`config.mk`:
```
export PLATFORM = sky130hd
export DESIGN_NAME = me_pixel_fetch
export DESIGN_NICKNAME = d
export VERILOG_FILES = /design/src/rtl/me_pixel_fetch.sv
export SDC_FILE = /design/constraint.sdc
export NUM_CORES = 1
export LEC_CHECK = 0
export ABC_CLOCK_PERIOD_IN_PS = 2800
export CAP_MARGIN = 15
export CORE_UTILIZATION = 30
export CTS_CLUSTER_DIAMETER = 150
export DETAILED_ROUTE_END_ITERATION = 7
export PLACE_DENSITY_LB_ADDON = 0.3
export SLEW_MARGIN = 20
export SYNTH_ARGS = -nofsm -noshare
export SYNTH_HDL_FRONTEND = slang
export SYNTH_SLANG_ARGS = --single-unit
export TNS_END_PERCENT = 5
```
`constraint.sdc`:
```
create_clock -name clk -period 2.8 [get_ports clk]
set_clock_uncertainty 0.1 [all_clocks]
set_input_delay 0.56 -clock clk [delete_from_list [all_inputs] [get_ports clk]]
set_output_delay 0.56 -clock clk [all_outputs]
set_load 0.05 [all_outputs]
```
`src/rtl/me_pixel_fetch.sv`:
```
// rtl/me_pixel_fetch.sv - byte-serial pixel fetch packing current/reference words for motion estimation
// Optional feature macro: ME_FETCH_CNT_EN adds delivered-word counters cur_words/ref_words.
module me_pixel_fetch #(
  parameter int CUR_BYTES = 8294400,
  parameter int REF_BYTES = 23945760
) (
  input  logic        clk,
  input  logic        rst,
  input  logic        need_cur,
  input  logic        need_ref,
  output logic        mem_rd_en,
  output logic        mem_sel,
  output logic [25:0] mem_addr,
  input  logic [7:0]  mem_rdata,
  output logic [31:0] cur_in,
  output logic [63:0] ref_in,
  output logic        cur_valid,
  output logic        ref_valid,
  output logic        cur_wrap,
  output logic        ref_wrap
`ifdef ME_FETCH_CNT_EN
  ,
  output logic [31:0] cur_words,
  output logic [31:0] ref_words
`endif
);

  typedef enum logic [1:0] {IDLE, CUR, REF} state_t;

  localparam logic [23:0] CUR_LAST = 24'(CUR_BYTES - 1);
  localparam logic [25:0] REF_LAST = 26'(REF_BYTES - 1);

  state_t      state, state_nxt;
  logic [3:0]  cnt, cnt_nxt;
  logic        issue, issue_sel;
  logic        cur_done, ref_done;
  logic [23:0] cur_addr;
  logic [25:0] ref_addr;
  logic        cur_wrap_pend, ref_wrap_pend;
  logic        cap_v;
  logic [63:0] sr;

  // State register; cnt tracks position inside the burst including the drain cycle.
  always_ff @(posedge clk or negedge rst) begin
    if (!rst) begin
      state <= IDLE;
      cnt   <= 4'd0;
    end else begin
      state <= state_nxt;
      cnt   <= cnt_nxt;
    end
  end

  // Arbitration, read issue and word completion; need_* only matter in IDLE.
  always_comb begin
    state_nxt = state;
    cnt_nxt   = cnt;
    issue     = 1'b0;
    issue_sel = 1'b0;
    cur_done  = 1'b0;
    ref_done  = 1'b0;
    case (state)
      IDLE: begin
        cnt_nxt = 4'd0;
        if (need_cur) begin
          state_nxt = CUR;
          issue     = 1'b1;
        end else if (need_ref) begin
          state_nxt = REF;
          issue     = 1'b1;
          issue_sel = 1'b1;
        end
      end
      CUR: begin
        cnt_nxt = cnt + 4'd1;
        issue   = (cnt < 4'd3);
        if (cnt == 4'd4) begin
          cur_done  = 1'b1;
          state_nxt = IDLE;
          cnt_nxt   = 4'd0;
        end
      end
      REF: begin
        cnt_nxt   = cnt + 4'd1;
        issue     = (cnt < 4'd7);
        issue_sel = 1'b1;
        if (cnt == 4'd8) begin
          ref_done  = 1'b1;
          state_nxt = IDLE;
          cnt_nxt   = 4'd0;
        end
      end
      default: state_nxt = IDLE;
    endcase
  end

  // Registered read port; address and select hold their last value when idle.
  always_ff @(posedge clk or negedge rst) begin
    if (!rst) begin
      mem_rd_en <= 1'b0;
      mem_sel   <= 1'b0;
      mem_addr  <= 26'd0;
    end else begin
      mem_rd_en <= issue;
      if (issue) begin
        mem_sel  <= issue_sel;
        mem_addr <= issue_sel ? ref_addr : {2'b00, cur_addr};
      end
    end
  end

  // Byte address counters; a wrap inside a burst is remembered until its word is delivered.
  always_ff @(posedge clk or negedge rst) begin
    if (!rst) begin
      cur_addr      <= 24'd0;
      ref_addr      <= 26'd0;
      cur_wrap_pend <= 1'b0;
      ref_wrap_pend <= 1'b0;
    end else begin
      if (issue && !issue_sel) begin
        if (cur_addr == CUR_LAST) begin
          cur_addr      <= 24'd0;
          cur_wrap_pend <= 1'b1;
        end else begin
          cur_addr <= cur_addr + 24'd1;
        end
      end else if (cur_done) begin
        cur_wrap_pend <= 1'b0;
      end
      if (issue && issue_sel) begin
        if (ref_addr == REF_LAST) begin
          ref_addr      <= 26'd0;
          ref_wrap_pend <= 1'b1;
        end else begin
          ref_addr <= ref_addr + 26'd1;
        end
      end else if (ref_done) begin
        ref_wrap_pend <= 1'b0;
      end
    end
  end

  // Returning bytes shift in from the top so the first byte ends up lowest.
  always_ff @(posedge clk or negedge rst) begin
    if (!rst) begin
      cap_v <= 1'b0;
      sr    <= 64'd0;
    end else begin
      cap_v <= mem_rd_en;
      if (cap_v) sr <= {mem_rdata, sr[63:8]};
    end
  end

  // Word delivery on the drain edge, merging the final byte straight from memory.
  always_ff @(posedge clk or negedge rst) begin
    if (!rst) begin
      cur_in    <= 32'd0;
      ref_in    <= 64'd0;
      cur_valid <= 1'b0;
      ref_valid <= 1'b0;
      cur_wrap  <= 1'b0;
      ref_wrap  <= 1'b0;
    end else begin
      cur_valid <= cur_done;
      ref_valid <= ref_done;
      cur_wrap  <= cur_done & cur_wrap_pend;
      ref_wrap  <= ref_done & ref_wrap_pend;
      if (cur_done) cur_in <= {mem_rdata, sr[63:40]};
      if (ref_done) ref_in <= {mem_rdata, sr[63:8]};
    end
  end

`ifdef ME_FETCH_CNT_EN
  // Delivered-word counters, free-running modulo 2^32.
  always_ff @(posedge clk or negedge rst) begin
    if (!rst) begin
      cur_words <= 32'd0;
      ref_words <= 32'd0;
    end else begin
      if (cur_valid) cur_words <= cur_words + 32'd1;
      if (ref_valid) ref_words <= ref_words + 32'd1;
    end
  end
`endif

endmodule

```
==> summary.md, run 1 <==
| Metric | Value |
|---|---|
| Status | `complete, no violations` |
| Seq/Total Area, Yosys | `0.593` |
| DIE WIDTH | `187 um` |
| Core Area | `33600 um2` |
| Final-layout fill cell count | `3290` |
| Part of the power in combinational logic | `0.264` |
| Reg-to-Reg Start | `state[0]` |
| GR Util All Layers | `0.152` |
| Later-pin clock latency in the skew report | `0.53 ns` |
| Drt pass-1 iters | `4` |
| Layout cells sized above 1 | `0.127` |
| Synth top area cells | `dfrtp_1 59%, nand2_1 11%, mux2_2 6.5%` |
| Vias in the first global route | `7594` |
| DR vias | `7718` |
| DR iter-0 viols | `481` |
| Syn Nets | `1016` |
| Final hold violations | `0` |
| TritonCTS clock tree | `built` |
| Critical Path Source Type | `flip-flop` |
| Setup WS pre-CTS | `0.0239 ns` |
| Flop pwr share | `0.425` |
| Most frequent cell after synthesis | `nand2_1` |
| Switching Power | `0.00385 W` |
| Avg Vias per Cell | `4.79` |
| Clock-pin slew on the worst setup and hold paths | `0.06 ns` |
| Initial Util | `0.305` |
| Post-synthesis cell count | `995` |
| Hold buffers post-CTS | `1` |
| Max Root-Sink Buffers | `3` |
| Worst setup margin | `0.254 ns` |
| ANT nets after route | `0` |
| Sw frac | `0.334` |
| Placed Cells | `1561` |
| Top cell types by occurrence after synthesis | `310 x nand2_1, 243 x dfrtp_1, 59 x mux2_2` |
| R2R depth | `7` |
| GP Congestion | `0.816` |
| Final slew viol count | `0` |
| Yosys cell types | `61` |
| Cell taking the most area after synthesis | `dfrtp_1` |
| Root buffer cell | `clkbuf_16` |
| Initial antenna violation count | `1` |
| Worst Hold Depth | `0` |
| Synthesized area per cell | `10.3 um2` |
| Tmin final | `2.55 ns` |
| Clk pwr share | `0.311` |
| Lkg Pwr | `6.04 nW` |
| Final Non-Filler Cells | `1612` |
| CTS Buf Count | `28` |
| Pwr/cell area | `870 nW/um2` |
| Row count | `67` |
| FMAX | `0.393 GHz` |
| Clk sinks | `243` |
| Post-Syn Area | `10300 um2` |
| Critical path arrival | `2.91 ns` |
| Total negative slack | `0 ns` |
| CP max FO | `17` |
| EDFF count, synth | `0` |
| Pint | `0.00767 W` |
| WP data required | `3.16 ns` |
| I/O Buffers | `139` |
| Min-delay src | `mem_rd_en` |
| Worst Path Class, Setup | `flip-flop to flip-flop` |
| R2r setup slk | `0.25 ns` |
| Period utilization | `0.909` |
| Post-DP HPWL | `17700 um` |
| Total gr overflow | `0` |
| Final WL | `26200 um` |
| Fraction of registers with async set/reset | `1.00` |
| Slew HR | `0.494` |
| Synth warnings | `0` |
| Synthesis-to-layout area growth | `29.2%` |
| Peak supply drop | `0.609 mV` |
| Largest net degree at the start of global routing | `89` |
| Synth Flop Type | `dfrtp_1` |
| Crit end category | `flip-flop` |
| Synthesis-stage register bit count | `243` |
| # DRC | `0` |
| Postcts setup bufs | `0` |
| Hold crit path type | `flip-flop to flip-flop` |
| Synth top area share | `0.593` |
| Post-CTS Resized | `0` |
| Die ar. | `34900 um2` |
| IO Pins | `140` |
| Die H | `187 um` |
| Max-Cap Viols | `0` |
| Final setup violation count | `0` |
| H-tree levels | `1` |
| Fin nets | `1165` |
| Drt wl/cell | `16.3 um` |
| Hold EP | `cap_v` |
| Min Hold Slack | `0.294 ns` |
| RSZ-0062 raised after global routing | `no` |
| Worst slew pin tran | `0.759 ns` |
| First-pass GRT wire length | `43200 um` |
| FF-to-FF End | `ref_addr[16]` |
[state kept, by name, indices dropped and copies added (netlist names)]
signal	flops
ref_in	64
cap_v	1
cur_wrap_pend	1
cnt	4
ref_wrap_pend	1
mem_sel	1
ref_wrap	1
sr	56
ref_addr	26
cur_addr	24
cur_valid	1
mem_addr	26
cur_in	32
mem_rd_en	1
state	2
ref_valid	1
cur_wrap	1
[layout by cell type, fill, tap and decap left out, types with 9 or more instances in the layout]
cell	Yosys	routed
nor2_1	24	24
ha_1	9	9
mux2_2	59	59
nand4_1	19	19
xnor2_1	12	12
clkdlybuf4s50_1	0	138
inv_1	35	34
dfrtp_1	243	242
nand2_1	310	310
a21oi_1	18	18
nand3_1	33	32
and2_1	10	10
clkbuf_16	0	29
a22oi_1	20	20
o21ai_1	9	9
o21ai_0	40	40
buf_4	1	22
[routing by layer]
layer / wire length [um] / vias up / share of wire / GRT usage
met3: 1170 / 41 / 0.045 / 0.0233
li1: - / 3669 / - / -
met2: 11900 / 206 / 0.46 / 0.238
met1: 12600 / 3802 / 0.48 / 0.218
met5: 0 / - / 0 / 0
met4: 493 / 0 / 0.019 / 0.0404
[kinds of logic after synthesis]
kind of cell,share of synthesized area
AO/OA/AOI/OAI,0.0838
XOR/XNOR,0.0137
adder cells (fa/ha/maj),0.0110
buffers and inverters,0.0343
flip-flops,0.593
multiplexers,0.0688
AND/OR/NAND/NOR,0.195
[final cells by class]
cell class | count | area [um2] | share of cell area
Multi-Input combinational cell | 664 | 3830 | 0.289
Clock buffer | 44 | 862 | 0.0651
Timing Repair Buffer | 169 | 1710 | 0.129
Sequential cell | 243 | 6080 | 0.459
Antenna cell | 1 | 2.50 | 0.000189
Clock inverter | 5 | 56.3 | 0.00425
Tap cell | 448 | 561 | 0.0423
Inverter | 38 | 143 | 0.0108
[critical path, cell delays in order, from the launching register on]
cell and delay [ns]:
dfrtp_1 0.41, inv_1 0.14, ha_1 0.37, inv_2 0.08, o32a_1 0.36, or2_1 0.45
or3_1 0.45, mux2i_1 0.12
[worst max-delay path by stage]
stage,start,end,slack (ns),cells past startpoint
final,state[0],ref_addr[16],0.25,7
after global routing,ref_addr[1],ref_addr[14],0.06,6
after CTS,state[0],ref_addr[16],0.26,7
after detailed placement,need_ref,cur_addr[5],0.02,6
after global placement,need_ref,cur_addr[5],0.1,6
after floorplan,state[0],ref_addr[18],0.64,9
[power by group through the flow]
stage	logic, W	clock network (W)	registers (W)
floorplan	0.00178	0	0.00503
global placement	0.00301	0	0.00496
detailed placement	0.00306	0	0.00496
CTS	0.00307	0.00369	0.00491
global route	0.00330	0.00381	0.00501
finish	0.00304	0.00358	0.00490
[per-stage QoR]
step                power (W)  instance area [um2]  utilization
global route           0.0121                13200        0.394
CTS                    0.0117                13200        0.394
global placement      0.00796                12300        0.366
detailed placement    0.00802                12300        0.366
finish                 0.0115                13300        0.394
floorplan             0.00681                10300            -
(Power assumes the default switching activity.)
==> inputs of run 2 (changes only) <==
--- a/config.mk
+++ b/config.mk
@@ -8,9 +8,10 @@
 export ABC_CLOCK_PERIOD_IN_PS = 2800
 export CAP_MARGIN = 15
 export CORE_UTILIZATION = 30
-export CTS_CLUSTER_DIAMETER = 150
+export CTS_CLUSTER_DIAMETER = 30
 export DETAILED_ROUTE_END_ITERATION = 7
 export PLACE_DENSITY_LB_ADDON = 0.3
+export SETUP_SLACK_MARGIN = 0.02
 export SLEW_MARGIN = 20
 export SYNTH_ARGS = -nofsm -noshare
 export SYNTH_HDL_FRONTEND = slang
==> summary.md, run 2 (synthesized netlist as in run 1, its figures left out) <==
| Metric | Value |
|---|---|
| Final Core Density | `0.427 (+0.0325)` |
| CP max FO | `17 (unchanged)` |
| Final setup violation count | `0 (unchanged)` |
| CTS Buf Count | `55 (+96%)` |
| DR iter-0 viols | `451 (-6.2%)` |
| Post-DP HPWL | `17700 um (unchanged)` |
| Initial Util | `0.305 (unchanged)` |
| TritonCTS clock tree | `built` |
| FF-to-FF End | `ref_addr[16]` |
| Final Non-Filler Cells | `1665 (+3.3%)` |
| # DRC | `0 (unchanged)` |
| Layout cells sized above 1 | `0.169 (+0.0420)` |
| Lkg Pwr | `6.56 nW (+8.5%)` |
| Total gr overflow | `0 (unchanged)` |
| R2r setup slk | `0.22 ns (-0.03 ns)` |
| Fin nets | `1192 (+2.3%)` |
| Clock-pin slew on the worst setup and hold paths | `0.05 ns (about the same)` |
| GP Congestion | `0.816 (unchanged)` |
| Pwr/cell area | `1030 nW/um2 (+18%)` |
| WP data required | `3.16 ns (about the same)` |
| Die ar. | `34900 um2 (unchanged)` |
| Later-pin clock latency in the skew report | `0.55 ns (+0.02 ns)` |
| Worst Path Class, Setup | `flip-flop to flip-flop` |
| RSZ-0062 raised after global routing | `no` |
| Most common cell after layout, fill and taps aside | `nand2_1` |
| Slew HR | `0.491 (-0.00280)` |
| Tmin final | `2.58 ns (+0.0303 ns)` |
| Worst slew pin tran | `0.763 ns (+0.00420 ns)` |
| Worst-path cell chain | `inv_1 -> ha_1 -> inv_2 -> o32a_1 -> or2_1 -> or3_1 -> mux2i_1` |
| Slowest stage delay, CP | `0.45 ns (about the same)` |
| Critical path's slowest cell | `or2_1` |
| GR Util All Layers | `0.156 (+0.00467)` |
| DR vias | `7912 (+2.5%)` |
| Clk sinks | `243 (unchanged)` |
| Drt pass-1 iters | `4 (unchanged)` |
| Worst setup path startpoint | `state[0]` |
| Reg with most FFs | `ref_in` |
| R2R depth | `7 (unchanged)` |
| Period utilization | `0.920 (+0.0108)` |
| Multi-input gate area | `3830 um2 (unchanged)` |
| Initial antenna violation count | `0 (-1)` |
| Diodes inserted | `0 (-1)` |
| Row count | `67 (unchanged)` |
| Vias in the first global route | `7906 (+4.1%)` |
| Max-Cap Viols | `0 (unchanged)` |
| Placed Cells | `1561 (unchanged)` |
| DIE WIDTH | `187 um (unchanged)` |
| Final WL | `26900 um (+2.5%)` |
| Die H | `187 um (unchanged)` |
| Hold crit path type | `flip-flop to flip-flop` |
| FMAX | `0.388 GHz (-1.2%)` |
| H-tree levels | `2 (+1)` |
| Reg-to-Reg Start | `state[0]` |
| Avg Vias per Cell | `4.75 (-0.75%)` |
| Storage element area | `6080 um2 (unchanged)` |
| Final-layout fill cell count | `3192 (-3.0%)` |
| Power Total | `0.0147 W (+28%)` |
| Drt wl/cell | `16.2 um (-0.72%)` |
| Status | `complete, no violations` |
| Root buffer cell | `clkbuf_16` |
| Postcts setup bufs | `0 (unchanged)` |
| Top Registers | `ref_in x64, sr x56, cur_in x32` |
| Min Hold Slack | `0.274 ns (-0.0195 ns)` |
| Final hold violations | `0 (unchanged)` |
| IO Pins | `140 (unchanged)` |
| I/O Buffers | `139 (unchanged)` |
| Largest net degree at the start of global routing | `89 (unchanged)` |
| Critical path arrival | `2.94 ns (+0.03 ns)` |
| Total negative slack | `0 ns (unchanged)` |
| Crit end category | `flip-flop` |
| Commonest non-fill, non-tap cells in the layout | `310 x nand2_1, 242 x dfrtp_1, 138 x clkdlybuf4s50_1, 59 x mux2_2, 57 x clkbuf_16` |
| Peak supply drop | `0.677 mV (+11%)` |
| Max Root-Sink Buffers | `3 (unchanged)` |
| Worst Setup EP | `ref_addr[16]` |
| First-pass GRT wire length | `44300 um (+2.6%)` |
| ANT nets after route | `0 (unchanged)` |
| Final slew viol count | `0 (unchanged)` |
| Critical Path Source Type | `flip-flop` |
| Synthesis-to-layout area growth | `39.9%` |
| Max reg flops | `64 (unchanged)` |
| Core Area | `33600 um2 (unchanged)` |
[run 2: through the flow]
stage | setup slack, ns | instance area (um2)
floorplan | 0.640 | 10300
global placement | 0.0977 | 12300
detailed placement | 0.0239 | 12300
CTS | 0.218 | 14300
global route | 0.0503 | 14300
finish | 0.223 | 14300
[run 2: layout make-up]
type | count | share of cell area
Inverter | 38 | 0.00995
Multi-Input combinational cell | 664 | 0.267
Clock inverter | 34 | 0.0314
Timing Repair Buffer | 169 | 0.119
Clock buffer | 69 | 0.109
Tap cell | 448 | 0.0391
Sequential cell | 243 | 0.424
[run 2: critical path, delay by kind of cell (launching register included)]
| kind | cells | cell delay (ns) |
|---|---|---|
| AND/OR/NAND/NOR | 2 | 0.90 |
| flip-flops | 1 | 0.41 |
| adder cells (fa/ha/maj) | 1 | 0.37 |
| AO/OA/AOI/OAI | 1 | 0.36 |
| buffers and inverters | 2 | 0.22 |
| multiplexers | 1 | 0.14 |
[run 2: worst min path at each step]
stage          startpoint  endpoint  slack (ns)  cells past startpoint
6_report        mem_rd_en     cap_v        0.27                      0
4_1_cts         mem_rd_en     cap_v        0.28                      0
5_1_grt         mem_rd_en     cap_v        0.29                      0
3_3_place_gp    mem_rd_en     cap_v        0.26                      0
2_1_floorplan         rst     cap_v        0.16                      0
3_5_place_dp    mem_rd_en     cap_v        0.28                      0
[run 2: power breakdown]
part           internal [W]  total [W]  switching, W
logic               0.00132    0.00305       0.00173
registers           0.00418    0.00491      0.000730
clock network       0.00476    0.00679       0.00203
total                0.0103     0.0147       0.00449
[run 2: routing by layer]
metal  vias to the layer above  track usage  part of all wire
met5                         -            0                 0
met4                         0       0.0495             0.025
met3                        51       0.0332             0.052
met2                       232        0.241              0.45
met1                      3896        0.219              0.47
li1                       3733            -                 -
[run 2: what timing repair did]
action | CTS | global route
hold endpoints to repair | 81 | 0
gates resized for setup | 0 | 0
hold buffers | 1 | 0
